$ cat config.mk
export PLATFORM = sky130hd
export DESIGN_NAME = mrgp_regfile_sequencer_flat
export DESIGN_NICKNAME = d
export VERILOG_FILES = /design/src/rtl/mrgp_regfile_sequencer_if.sv /design/src/rtl/mrgp_regfile_sequencer.sv /design/src/flat_wrapper.sv
export SDC_FILE = /design/constraint.sdc
export NUM_CORES = 1
export LEC_CHECK = 0
export CORE_MARGIN = 2
export CORE_UTILIZATION = 43
export DETAILED_ROUTE_END_ITERATION = 8
export PLACE_DENSITY_LB_ADDON = 0.25
export SKIP_LAST_GASP = 1
export SLEW_MARGIN = 20
export SYNTH_ARGS = -nofsm -noshare
export SYNTH_HDL_FRONTEND = slang
export SYNTH_SLANG_ARGS = --single-unit
$ cat constraint.sdc
create_clock -name clk -period 1.75 [get_ports clk]
set_input_delay 0.35 -clock clk [delete_from_list [all_inputs] [get_ports clk]]
set_output_delay 0.35 -clock clk [all_outputs]
set_load 0.01 [all_outputs]
$ cat src/rtl/mrgp_regfile_sequencer_if.sv
// rtl/mrgp_regfile_sequencer_if.sv - command port and register file bus of the regfile sequencer
interface mrgp_regfile_sequencer_if;
    logic        cmd_valid;
    logic        cmd_ready;
    logic [1:0]  cmd_op;
    logic [2:0]  cmd_a;
    logic [2:0]  cmd_b;
    logic [15:0] cmd_imm;
    logic        done;
    logic [15:0] result;
    logic [15:0] rf_src;
    logic [15:0] rf_dst;
    logic [15:0] rf_d_in;
    logic        rf_sto;
    logic        rf_rst;
    logic [15:0] rf_d_out;

    // master: control unit plus register file; slave: the sequencer itself
    modport master (
        output cmd_valid, cmd_op, cmd_a, cmd_b, cmd_imm, rf_d_out,
        input  cmd_ready, done, result, rf_src, rf_dst, rf_d_in, rf_sto, rf_rst
    );
    modport slave (
        input  cmd_valid, cmd_op, cmd_a, cmd_b, cmd_imm, rf_d_out,
        output cmd_ready, done, result, rf_src, rf_dst, rf_d_in, rf_sto, rf_rst
    );
endinterface

$ cat src/rtl/mrgp_regfile_sequencer.sv
// rtl/mrgp_regfile_sequencer.sv - command-driven LOADI/MOVE/SWAP/CLEAR sequencer for an 8x16 register file
module mrgp_regfile_sequencer (
    input  logic                     clk,
    input  logic                     rst_n,
    mrgp_regfile_sequencer_if.slave  bus
);
    localparam logic [1:0] OP_LOADI = 2'b00;
    localparam logic [1:0] OP_MOVE  = 2'b01;
    localparam logic [1:0] OP_SWAP  = 2'b10;
    localparam logic [1:0] OP_CLEAR = 2'b11;

    localparam logic [2:0] S_IDLE = 3'd0;
    localparam logic [2:0] S_WR   = 3'd1;
    localparam logic [2:0] S_RD1  = 3'd2;
    localparam logic [2:0] S_RD2  = 3'd3;
    localparam logic [2:0] S_WR1  = 3'd4;
    localparam logic [2:0] S_WR2  = 3'd5;
    localparam logic [2:0] S_CLR  = 3'd6;

    localparam logic [15:0] DST_PARKED = 16'h00C0;

    logic [2:0]  state;
    logic [1:0]  op;
    logic [2:0]  idx_a;
    logic [2:0]  idx_b;
    logic [15:0] imm;
    logic [15:0] tmp0;
    logic [15:0] tmp1;
    logic [2:0]  cnt;
    logic        done_q;
    logic [15:0] result_q;

    function automatic logic [15:0] enc(input logic [2:0] idx);
        return {10'd0, idx, 3'd0};
    endfunction

    always_ff @(posedge clk or negedge rst_n) begin
        if (!rst_n) begin
            state    <= S_IDLE;
            op       <= OP_LOADI;
            idx_a    <= 3'd0;
            idx_b    <= 3'd0;
            imm      <= 16'd0;
            tmp0     <= 16'd0;
            tmp1     <= 16'd0;
            cnt      <= 3'd0;
            done_q   <= 1'b0;
            result_q <= 16'd0;
        end else begin
            done_q <= 1'b0;
            case (state)
                S_IDLE: begin
                    if (bus.cmd_valid) begin
                        op    <= bus.cmd_op;
                        idx_a <= bus.cmd_a;
                        idx_b <= bus.cmd_b;
                        imm   <= bus.cmd_imm;
                        cnt   <= 3'd0;
                        case (bus.cmd_op)
                            OP_LOADI: state <= S_WR;
                            OP_CLEAR: state <= S_CLR;
                            default:  state <= S_RD1;
                        endcase
                    end
                end
                S_WR: begin
                    state    <= S_IDLE;
                    done_q   <= 1'b1;
                    result_q <= imm;
                end
                S_RD1: begin
                    tmp0  <= bus.rf_d_out;
                    state <= (op == OP_MOVE) ? S_WR1 : S_RD2;
                end
                S_RD2: begin
                    tmp1  <= bus.rf_d_out;
                    state <= S_WR1;
                end
                S_WR1: begin
                    if (op == OP_MOVE) begin
                        state    <= S_IDLE;
                        done_q   <= 1'b1;
                        result_q <= tmp0;
                    end else begin
                        state <= S_WR2;
                    end
                end
                S_WR2: begin
                    state    <= S_IDLE;
                    done_q   <= 1'b1;
                    result_q <= tmp0;
                end
                S_CLR: begin
                    cnt <= cnt + 3'd1;
                    if (cnt == 3'd7) begin
                        state    <= S_IDLE;
                        done_q   <= 1'b1;
                        result_q <= 16'd0;
                    end
                end
                default: state <= S_IDLE;
            endcase
        end
    end

    // Register file lines decode from state only, so an async reset parks them at once.
    always_comb begin
        bus.rf_src  = 16'd0;
        bus.rf_dst  = DST_PARKED;
        bus.rf_d_in = 16'd0;
        bus.rf_sto  = 1'b0;
        bus.rf_rst  = 1'b0;
        case (state)
            S_WR: begin
                bus.rf_dst  = enc(idx_a);
                bus.rf_d_in = imm;
                bus.rf_sto  = 1'b1;
            end
            S_RD1: bus.rf_src = enc((op == OP_MOVE) ? idx_b : idx_a);
            S_RD2: bus.rf_src = enc(idx_b);
            S_WR1: begin
                bus.rf_dst  = enc(idx_a);
                bus.rf_d_in = (op == OP_MOVE) ? tmp0 : tmp1;
                bus.rf_sto  = 1'b1;
            end
            S_WR2: begin
                bus.rf_dst  = enc(idx_b);
                bus.rf_d_in = tmp0;
                bus.rf_sto  = 1'b1;
            end
            S_CLR: begin
                bus.rf_dst = enc(cnt);
                bus.rf_rst = 1'b1;
            end
            default: ;
        endcase
    end

    assign bus.cmd_ready = (state == S_IDLE);
    assign bus.done      = done_q;
    assign bus.result    = result_q;
endmodule
$ cat src/flat_wrapper.sv
// flat-port wrapper written by rule: the top's interface ports become plain ports
module mrgp_regfile_sequencer_flat 
  (clk, rst_n, bus_cmd_valid, bus_cmd_op, bus_cmd_a, bus_cmd_b, bus_cmd_imm, bus_rf_d_out, bus_cmd_ready, bus_done, bus_result, bus_rf_src, bus_rf_dst, bus_rf_d_in, bus_rf_sto, bus_rf_rst);
  mrgp_regfile_sequencer_if bus_i ();
  input  logic clk;
  input  logic rst_n;
  input wire logic [$bits(bus_i.cmd_valid)-1:0] bus_cmd_valid;
  input wire logic [$bits(bus_i.cmd_op)-1:0] bus_cmd_op;
  input wire logic [$bits(bus_i.cmd_a)-1:0] bus_cmd_a;
  input wire logic [$bits(bus_i.cmd_b)-1:0] bus_cmd_b;
  input wire logic [$bits(bus_i.cmd_imm)-1:0] bus_cmd_imm;
  input wire logic [$bits(bus_i.rf_d_out)-1:0] bus_rf_d_out;
  output wire logic [$bits(bus_i.cmd_ready)-1:0] bus_cmd_ready;
  output wire logic [$bits(bus_i.done)-1:0] bus_done;
  output wire logic [$bits(bus_i.result)-1:0] bus_result;
  output wire logic [$bits(bus_i.rf_src)-1:0] bus_rf_src;
  output wire logic [$bits(bus_i.rf_dst)-1:0] bus_rf_dst;
  output wire logic [$bits(bus_i.rf_d_in)-1:0] bus_rf_d_in;
  output wire logic [$bits(bus_i.rf_sto)-1:0] bus_rf_sto;
  output wire logic [$bits(bus_i.rf_rst)-1:0] bus_rf_rst;
  assign bus_i.cmd_valid = bus_cmd_valid;
  assign bus_i.cmd_op = bus_cmd_op;
  assign bus_i.cmd_a = bus_cmd_a;
  assign bus_i.cmd_b = bus_cmd_b;
  assign bus_i.cmd_imm = bus_cmd_imm;
  assign bus_i.rf_d_out = bus_rf_d_out;
  assign bus_cmd_ready = bus_i.cmd_ready;
  assign bus_done = bus_i.done;
  assign bus_result = bus_i.result;
  assign bus_rf_src = bus_i.rf_src;
  assign bus_rf_dst = bus_i.rf_dst;
  assign bus_rf_d_in = bus_i.rf_d_in;
  assign bus_rf_sto = bus_i.rf_sto;
  assign bus_rf_rst = bus_i.rf_rst;
  mrgp_regfile_sequencer u_core (.clk(clk), .rst_n(rst_n), .bus(bus_i));
endmodule
==> flow_summary.json, run 1 <==
{
  "path_class": "flop to primary output",
  "finalHoldViolCount": 0,
  "place_ws_ns": -0.3706,
  "ys_ff_latch": 79,
  "fillers": 691,
  "netlist.area_leader.share_pct": 52.79,
  "htree_levels": 3,
  "path_cells": "nor2b_4 > o211a_4 > buf_6 > a22o_1 > a21o_1 > buf_2",
  "firstDrtPassIters": 4,
  "rows": 34,
  "ys.flop_type": "dfrtp_1",
  "finalSetupTns_ns": -10.15,
  "critPathBufInv": 2,
  "regArea_um2": 1978,
  "drt-total-wl_um": 9032,
  "p_leak_nw": 2.738,
  "syn_inst": 286,
  "hp-class": "primary input to asynchronous set/reset pin",
  "antenna_left": 0,
  "hpwl_um": 5645,
  "area_delta_synth_final_pct": 44.80,
  "fin_ws_ns": -0.4036,
  "cts_sinks": 79,
  "endpoint_kind": "primary output",
  "startpoint": "u_core.op[0]",
  "maxSlewViolCount": 0,
  "synth_top_cell_by_area": "dfrtp_1",
  "finalSetupViolations": 51,
  "route.vias.total": 2763,
  "cts-root-buf": "clkbuf_8",
  "fin_crit_ns": 2.154,
  "grt_pass1_vias": 2824,
  "p_per_area_nw_per_um2": 1715,
  "syn_area_um2": 3745,
  "fmax_mhz": 464.3,
  "cts_tree": "built",
  "ir_drop_mv": 0.7913,
  "async_flop_share_pct": 100.0,
  "finClkSkew_ns": 0.01160,
  "layout.nets": 475,
  "dieWidth_um": 97.32,
  "outcome": "finished with violations",
  "synth_cell_types": 35,
  "start_util_pct": 43.58,
  "diodes": 0,
  "grt-ovfl-total": 0,
  "avgSynthCellArea_um2": 13.09,
  "hold_ws_ns": 0.4516,
  "grt_max_degree": 42,
  "clk_path_buf_depth": 2,
  "r2r_start": "u_core.state[1]",
  "path_clk_slew_ns": 0.08,
  "grt_use_total_pct": 19.14,
  "slowest_stage": "dfrtp_1",
  "r2r_slack_ns": -0.11,
  "worstSkewPairLatency_ns": 0.34,
  "io_pins": 111,
  "drtIter0Drc": 94,
  "violations": "negative setup slack",
  "vias_per_cell": 5.088,
  "crit_fanout": 7,
  "max_stage_delay_ns": 0.39,
  "layout-drive-gt1-share_pct": 41.84,
  "die_y_um": 97.32,
  "ys_seq_area_share_pct": 52.79,
  "cap_violations": 0,
  "grt_setup_unrepaired": "yes",
  "fp.dieArea_um2": 9471,
  "drc": 0,
  "gp_congestion": 0.8472,
  "crit_path_start_kind": "flop",
  "synth.area.top_cells": "dfrtp_1 (53%), mux2_2 (14%), a21o_1 (6.4%), buf_4 (6.2%), a22o_1 (4.4%)",
  "cp_top_family": "compound AO/OA/AOI/OAI gates",
  "ys_warn_count": 0,
  "worstPathArrival_ns": 1.80,
  "synth-edff-count": 0,
  "multi_input_area_um2": 1678,
  "wl_per_cell_um": 16.63,
  "grt_pass1_wl_um": 14360,
  "cp_data_required_time_ns": 1.40,
  "grt_antenna_before_repair": 1,
  "port_buffers": 86,
  "core_area_um2": 8593,
  "cts-buffers-inserted": 9,
  "finalCritPeriodShare_pct": 123.1
}
flip-flops by register name, indices dropped and copies added (netlist names):
name               cells
u_core.idx_b           3
u_core.cnt             3
u_core.bus.done        1
u_core.tmp0           16
u_core.bus.result     16
u_core.idx_a           3
u_core.op              2
u_core.imm            16
u_core.tmp1           16
u_core.state           3
cells in the final DEF (no fill, tap or decap), types with 2 or more instances in the layout:
cell type	instances
a21oi_2	4
and2_4	2
buf_16	2
a21o_1	32
nor2b_4	2
mux2i_1	3
a22o_1	19
inv_4	2
mux2_4	24
buf_2	25
clkinv_2	2
dfrtp_1	78
nand2b_1	2
inv_1	2
clkdlybuf4s50_1	58
nand2_1	7
clkbuf_8	10
nor2_1	7
buf_6	22
o21ai_1	4
buf_4	36
ha_1	2
o21ai_0	2
conb_1	24
a21oi_1	2
nor3_4	2
mux2_2	32
o22ai_1	2
buf_12	5
stage by stage:
stage               cells  total power, mW  utilization [%]  instance area [um2]
finish                543            9.300            63.10                 5423
global route          543            9.859            63.10                 5423
CTS                   541            9.182            62.20                 5345
detailed placement    497            7.346            56.57                 4861
global placement      497            7.245            56.57                 4861
floorplan             309            5.556                -                 3840
cell type report:
type / instances / share of cell area [%]
clock buffer: 11 / 2.607
clock inverter: 5 / 1.038
inverter: 4 / 0.3692
multi-input combinational: 186 / 30.94
sequential: 79 / 36.48
tap: 108 / 2.492
timing repair buffer: 150 / 26.07
cell usage after synthesis, types with 3 or more instances:
cell type,number
mux2i_1,3
buf_2,3
dfrtp_1,79
buf_4,31
mux2_2,46
mux2_4,10
a21o_1,32
inv_1,3
buf_6,4
nor2_1,8
nand2_1,7
a21oi_1,7
a22o_1,19
o21ai_0,6
power by group:
part | internal (mW) | switching, mW
Sequential | 2.72 | 0.535
Combinational | 2.87 | 1.82
Clock | 0.699 | 0.647
Total | 6.29 | 3.01
timing repair:
item | 4_1_cts | 5_1_grt
setup endpoints to repair | 52 | 54
hold endpoints to repair | 23 | 0
hold buffers | 1 | 0
setup buffers | 28 | 2
gates resized for setup | 162 | 14
pin swaps | 27 | 15
gates cloned | 3 | 1
kinds of logic (layout without fill, tap and decap cells):
family / after synthesis / count (layout) / synth area share (%)
flip-flops: 79 / 79 / 52.79
multiplexers: 59 / 59 / 18.64
AO/OA/AOI/OAI: 72 / 72 / 14.80
other: 1 / 24 / 0.1001
AND/OR/NAND/NOR: 29 / 29 / 4.511
adder cells (fa/ha/maj): 2 / 2 / 0.6681
buffers and inverters: 44 / 170 / 8.486
per-layer routing:
layer | vias up | wire length, um | global-route usage, %
li1 | 1267 | - | -
met1 | 1394 | 4063 | 26.15
met4 | 2 | 74 | 4.594
met3 | 12 | 525 | 5.612
met2 | 88 | 4355 | 30.34
met5 | - | 13 | 0
final timing paths:
path                                        end  cells after the start
setup / recovery                 bus_rf_d_in[7]                      6
hold / removal             u_core.bus.result[2]                      2
setup reg to reg                u_core.idx_b[2]                      8
hold reg to reg            u_core.bus.result[6]                      1
max in group asynchronous       u_core.state[0]                      3
min in group clk           u_core.bus.result[6]                      1
(Power assumes the default switching activity.)
==> inputs of run 2 (changes only) <==
- ABC_AREA: not set -> 1
- CORE_UTILIZATION: 43 -> 57
- DONT_BUFFER_PORTS: not set -> 1
==> flow_summary.json, run 2 <==
{
  "outcome": "finished with violations",
  "violations": "negative hold slack, negative setup slack",
  "hold_ws_ns": -0.3297,
  "grt_use_total_pct": 28.73,
  "grt-ovfl-total": 0,
  "netlist.area_leader.share_pct": 50.25,
  "p_per_area_nw_per_um2": 1878,
  "synth_cell_types": 21,
  "reg2reg_depth": 6,
  "max_stage_delay_ns": 0.46,
  "drt-total-wl_um": 10720,
  "dieWidth_um": 87.08,
  "path_cells": "inv_4 > nor2_1 > nand2_2 > inv_2 > buf_12 > nand2_1 > nand3_2",
  "final_util_pct": 69.03,
  "power_mw": 8.711,
  "maxSlewViolCount": 0,
  "cts_tree": "built",
  "drtIter0Drc": 230,
  "antenna_left": 0,
  "rows": 30,
  "vias_per_cell": 5.634,
  "final_common_cell": "nand2_1",
  "finalHoldViolCount": 79,
  "finClkSkew_ns": 0.01168,
  "crit_fanout": 15,
  "fillers": 511,
  "clk_path_buf_depth": 2,
  "r2r_slack_ns": 0.15,
  "diodes": 0,
  "fin_crit_ns": 1.977,
  "start_util_pct": 58.55,
  "io_pins": 111,
  "cp.depth": 7,
  "core_area_um2": 6719,
  "layout-drive-gt1-share_pct": 19.45,
  "place_area_um2": 4026,
  "fin_ws_ns": -0.2275,
  "cap_violations": 0,
  "grt_max_degree": 80,
  "fin_area_um2": 4638,
  "dp.cells": 590,
  "port_buffers": 0,
  "ys_warn_count": 0,
  "area_delta_synth_final_pct": 17.91,
  "endpoint_kind": "primary output",
  "p_leak_nw": 2.525,
  "htree_levels": 3,
  "yosysMostFrequentCell": "nand2_1",
  "wl_per_cell_um": 17.15,
  "cts-root-buf": "clkbuf_8",
  "syn_area_um2": 3934,
  "cp_top_family": "simple AND/OR/NAND/NOR gates",
  "ys_seq_area_share_pct": 50.25,
  "synth_top_cell_by_area": "dfrtp_1",
  "die_y_um": 87.08,
  "grt_pass1_vias": 3367,
  "ys_ff_latch": 79,
  "yosys-top-cells-count": "nand2_1 (220), dfrtp_1 (79), nand3_1 (45)",
  "r2r_start": "u_core.state[2]",
  "ir_drop_mv": 0.9379,
  "synth.area.top_cells": "dfrtp_1 (50%), nand2_1 (21%), nand3_1 (5.7%), buf_4 (5.2%), o21ai_0 (4.5%)",
  "layout.nets": 585,
  "grt_antenna_before_repair": 0,
  "finalSetupTns_ns": -4.447,
  "drc": 0,
  "ys.flop_type": "dfrtp_1",
  "finalSetupViolations": 26,
  "avgSynthCellArea_um2": 7.653,
  "path_clk_slew_ns": 0.09,
  "critPathBufInv": 3,
  "finalCritPeriodShare_pct": 113.0,
  "hp-class": "primary input to asynchronous set/reset pin",
  "cts-buffers-inserted": 9,
  "fin_cells": 625,
  "syn_inst": 514,
  "slowest_stage": "dfrtp_2",
  "hpwl_um": 6690,
  "worstSkewPairLatency_ns": 0.36,
  "fmax_mhz": 505.7,
  "r2r_end": "u_core.cnt[0]",
  "worstPathArrival_ns": 1.63,
  "grt_setup_unrepaired": "yes",
  "place_ws_ns": 0.03700,
  "path_class": "flop to primary output",
  "route.vias.total": 3521,
  "crit_path_start_kind": "flop",
  "grt_pass1_wl_um": 16640,
  "cts_sinks": 79,
  "final_cell_mix": "nand2_1 (212), dfrtp_1 (76), o21ai_0 (34), inv_1 (27), buf_4 (27)",
  "async_flop_share_pct": 100.0,
  "cp_data_required_time_ns": 1.40,
  "firstDrtPassIters": 6,
  "synth-edff-count": 0,
  "fp.dieArea_um2": 7582,
  "gp_congestion": 0.9372
}
==> run 2: power breakdown <==
group          leakage [nW]  switching, mW  total, mW  internal [mW]
combinational          1.46           2.38       3.85           1.47
clock                0.0929          0.740       1.41          0.673
sequential            0.973          0.771       3.45           2.67
==> run 2: layout make-up <==
cell class | instances | area [um2] | share of cell area (%)
sequential | 79 | 1981 | 42.70
clock buffer | 9 | 123.9 | 2.671
clock inverter | 7 | 78.83 | 1.699
inverter | 34 | 130.1 | 2.806
multi-input combinational | 377 | 1847 | 39.82
tap | 80 | 100.1 | 2.158
timing repair buffer | 39 | 377.9 | 8.147
==> run 2: kinds of logic (layout without fill, tap and decap cells) <==
family	count (synthesis)	count (layout)	share of synthesized area, %
other cells	1	24	0.09533
simple gates	301	301	31.68
buf+inv	81	89	10.72
compound gates	50	50	6.616
fa+ha+maj	2	2	0.6360
flops	79	79	50.25
==> run 2: repair_timing <==
action                     in CTS  in global routing
hold endpoints to repair       79                 79
buffers inserted               11                  5
setup endpoints to repair      27                 27
cloned                          1                  2
resized for setup              46                 18
pin swaps                       9                  6
==> run 2: worst register-to-register path, cell delays in order, from the launching register on <==
cell and delay [ns]:
dfrtp_2 0.53, buf_4 0.20, nor2_4 0.15, nand2_2 0.21, buf_12 0.23, nand3_1 0.07
o21ai_0 0.09
==> run 2: how the worst max path moves through the flow <==
stage | startpoint | endpoint | slack (ns)
2_1_floorplan | u_core.state[1] | bus_rf_d_in[10] | 0.03
3_3_place_gp | u_core.state[2] | bus_rf_d_in[4] | 0.12
3_5_place_dp | u_core.state[1] | bus_rf_d_in[13] | 0.04
4_1_cts | u_core.state[0] | bus_rf_d_in[5] | -0.14
5_1_grt | u_core.state[0] | bus_rf_d_in[10] | -0.27
6_report | u_core.state[0] | bus_rf_d_in[10] | -0.23
==> run 2: metal layers <==
| metal | vias up | wire (um) | GRT usage, % |
|---|---|---|---|
| li1 | 1643 | - | - |
| met1 | 1658 | 4198 | 36.74 |
| met2 | 177 | 5139 | 44.00 |
| met3 | 43 | 1013 | 10.43 |
| met4 | 0 | 369 | 12.50 |
| met5 | - | 0 | 0 |
==> inputs of run 3 (changes only) <==
- CORE_UTILIZATION: 57 -> 43
- DONT_BUFFER_PORTS: 1 -> not set
==> flow_summary.json, run 3 (synthesis gave the netlist of run 2 again) <==
{
  "outcome": "finished with violations",
  "violations": "negative setup slack",
  "netSwitchingPower_mw": 4.335,
  "met2_length_um": 6025,
  "worstPathArrival_ns": 1.72,
  "worstSkewPairLatency_ns": 0.36,
  "highest_layer": "met4",
  "layout-drive-gt1-share_pct": 27.23,
  "pwr-share-comb_pct": 52.1,
  "start_util_pct": 44.67,
  "hpwl_um": 7898,
  "p_leak_nw": 3.160,
  "reg2reg_depth": 11,
  "ir_drop_mv": 0.7981,
  "finalSetupViolations": 26,
  "path_cells": "nor2_4 > buf_6 > nand3_4 > nand2_4 > clkbuf_16 > nand2_2 > nand3_2 > buf_6",
  "dieWidth_um": 99.65,
  "grt_setup_unrepaired": "yes",
  "r2r_end": "u_core.op[1]",
  "endpoint_kind": "primary output",
  "slowest_stage": "dfrtp_2",
  "final_util_pct": 67.38,
  "wl_per_cell_um": 15.92,
  "internal_power_mw": 6.239,
  "sw_frac_of_total_pct": 41.00,
  "port_buffers": 86,
  "seqPwrFrac_pct": 31.9,
  "place_ws_ns": -0.3369,
  "layout.nets": 701,
  "cp_top_family": "simple AND/OR/NAND/NOR gates",
  "drtIter0Drc": 338,
  "finalCritPeriodShare_pct": 118.2,
  "io_pins": 111,
  "cap_violations": 0,
  "gp_congestion": 0.8790,
  "cts_sinks": 79,
  "crit_fanout": 7,
  "path_clk_slew_ns": 0.09,
  "htree_levels": 3,
  "fin_crit_ns": 2.069,
  "final_cell_mix": "nand2_1 (195), dfrtp_1 (76), clkdlybuf4s50_1 (58), buf_4 (46), o21ai_0 (34)",
  "r2r_start": "u_core.state[1]",
  "cts-buffers-inserted": 9,
  "r2r_slack_ns": 0.06,
  "fp.dieArea_um2": 9929,
  "fmax_mhz": 483.3,
  "p_per_area_nw_per_um2": 1782,
  "cts_tree": "built",
  "area_delta_synth_final_pct": 50.83,
  "grt_pass1_vias": 3893,
  "clockPowerShare_pct": 16.0,
  "core_area_um2": 8806,
  "route.vias.total": 4017,
  "diodes": 0,
  "max_stage_delay_ns": 0.46,
  "crit_path_start_kind": "flop",
  "drt-total-wl_um": 12240,
  "cpMostUsedCell": "buf_6",
  "wl_met1_um": 5017,
  "clk_path_buf_depth": 2,
  "fillers": 675,
  "drc": 0,
  "grt_max_degree": 39,
  "hp-class": "primary input to asynchronous set/reset pin",
  "cp_data_required_time_ns": 1.40,
  "final_common_cell": "nand2_1",
  "grt-ovfl-total": 0,
  "grt_use_total_pct": 23.46,
  "grt_pass1_wl_um": 18460,
  "cts-root-buf": "clkbuf_8",
  "firstDrtPassIters": 5,
  "wl_met3_um": 870,
  "fin_ws_ns": -0.3191,
  "path_class": "flop to primary output",
  "die_y_um": 99.65,
  "critPathBufInv": 3,
  "finalHoldViolCount": 0,
  "grt_antenna_before_repair": 0,
  "maxSlewViolCount": 0,
  "rows": 34,
  "vias_per_cell": 5.224,
  "antenna_left": 0,
  "finClkSkew_ns": 0.01503
}
## run 3: stage by stage
step / setup TNS [ns] / area [um2] / power [mW] / cells / hold slack [ns]
detailed placement: -7.129 / 5110 / 7.772 / 726 / 0.3103
floorplan: 0 / 4020 / 5.518 / 537 / 0.05441
CTS: -6.087 / 5490 / 9.548 / 752 / 0.4684
finish: -5.960 / 5933 / 10.57 / 769 / 0.4697
global placement: -6.237 / 5110 / 7.642 / 726 / 0.3101
global route: -7.238 / 5933 / 11.23 / 769 / 0.5024
## run 3: per-layer routing
| metal | global-route usage [%] | vias to the layer above |
|---|---|---|
| met2 | 38.77 | 190 |
| met1 | 30.98 | 1927 |
| met3 | 3.725 | 25 |
| li1 | - | 1875 |
| met4 | 9.484 | 0 |
| met5 | 0 | - |
## run 3: layout make-up
type | instances | area [um2] | share of cell area, %
Clock buffer | 11 | 141.4 | 2.383
Multi-Input combinational cell | 377 | 1927 | 32.48
Sequential cell | 79 | 1981 | 33.38
Timing Repair Buffer | 155 | 1506 | 25.39
Tap cell | 108 | 135.1 | 2.278
Inverter | 34 | 137.6 | 2.320
Clock inverter | 5 | 105.1 | 1.771
## run 3: how the worst max path moves through the flow
stage | from | end | slack [ns] | depth (start not counted)
detailed placement | u_core.state[1] | bus_rf_d_in[15] | -0.34 | 7
global placement | u_core.state[1] | bus_rf_d_in[1] | -0.29 | 7
CTS | u_core.state[0] | bus_rf_d_in[15] | -0.30 | 7
floorplan | u_core.state[1] | bus_rf_d_in[10] | 0.03 | 6
global route | u_core.state[0] | bus_rf_d_in[2] | -0.37 | 8
finish | u_core.state[0] | bus_rf_d_in[7] | -0.32 | 8
## run 3: repair_timing
item                       4_1_cts  5_1_grt
resized for setup              111      118
hold endpoints to repair        29        0
hold buffers                     1        0
pin swaps                        8       13
setup endpoints to repair       27       54
gates cloned                     0        1
buffers inserted                10       17
## run 3: power by group through the flow
stage / Clock (mW) / Sequential [mW] / Combinational, mW
4_1_cts: 1.70 / 3.28 / 4.57
3_3_place_gp: 0 / 3.27 / 4.37
6_report: 1.69 / 3.38 / 5.51
3_5_place_dp: 0 / 3.30 / 4.47
5_1_grt: 1.77 / 3.45 / 6.01
2_1_floorplan: 0 / 3.18 / 2.33
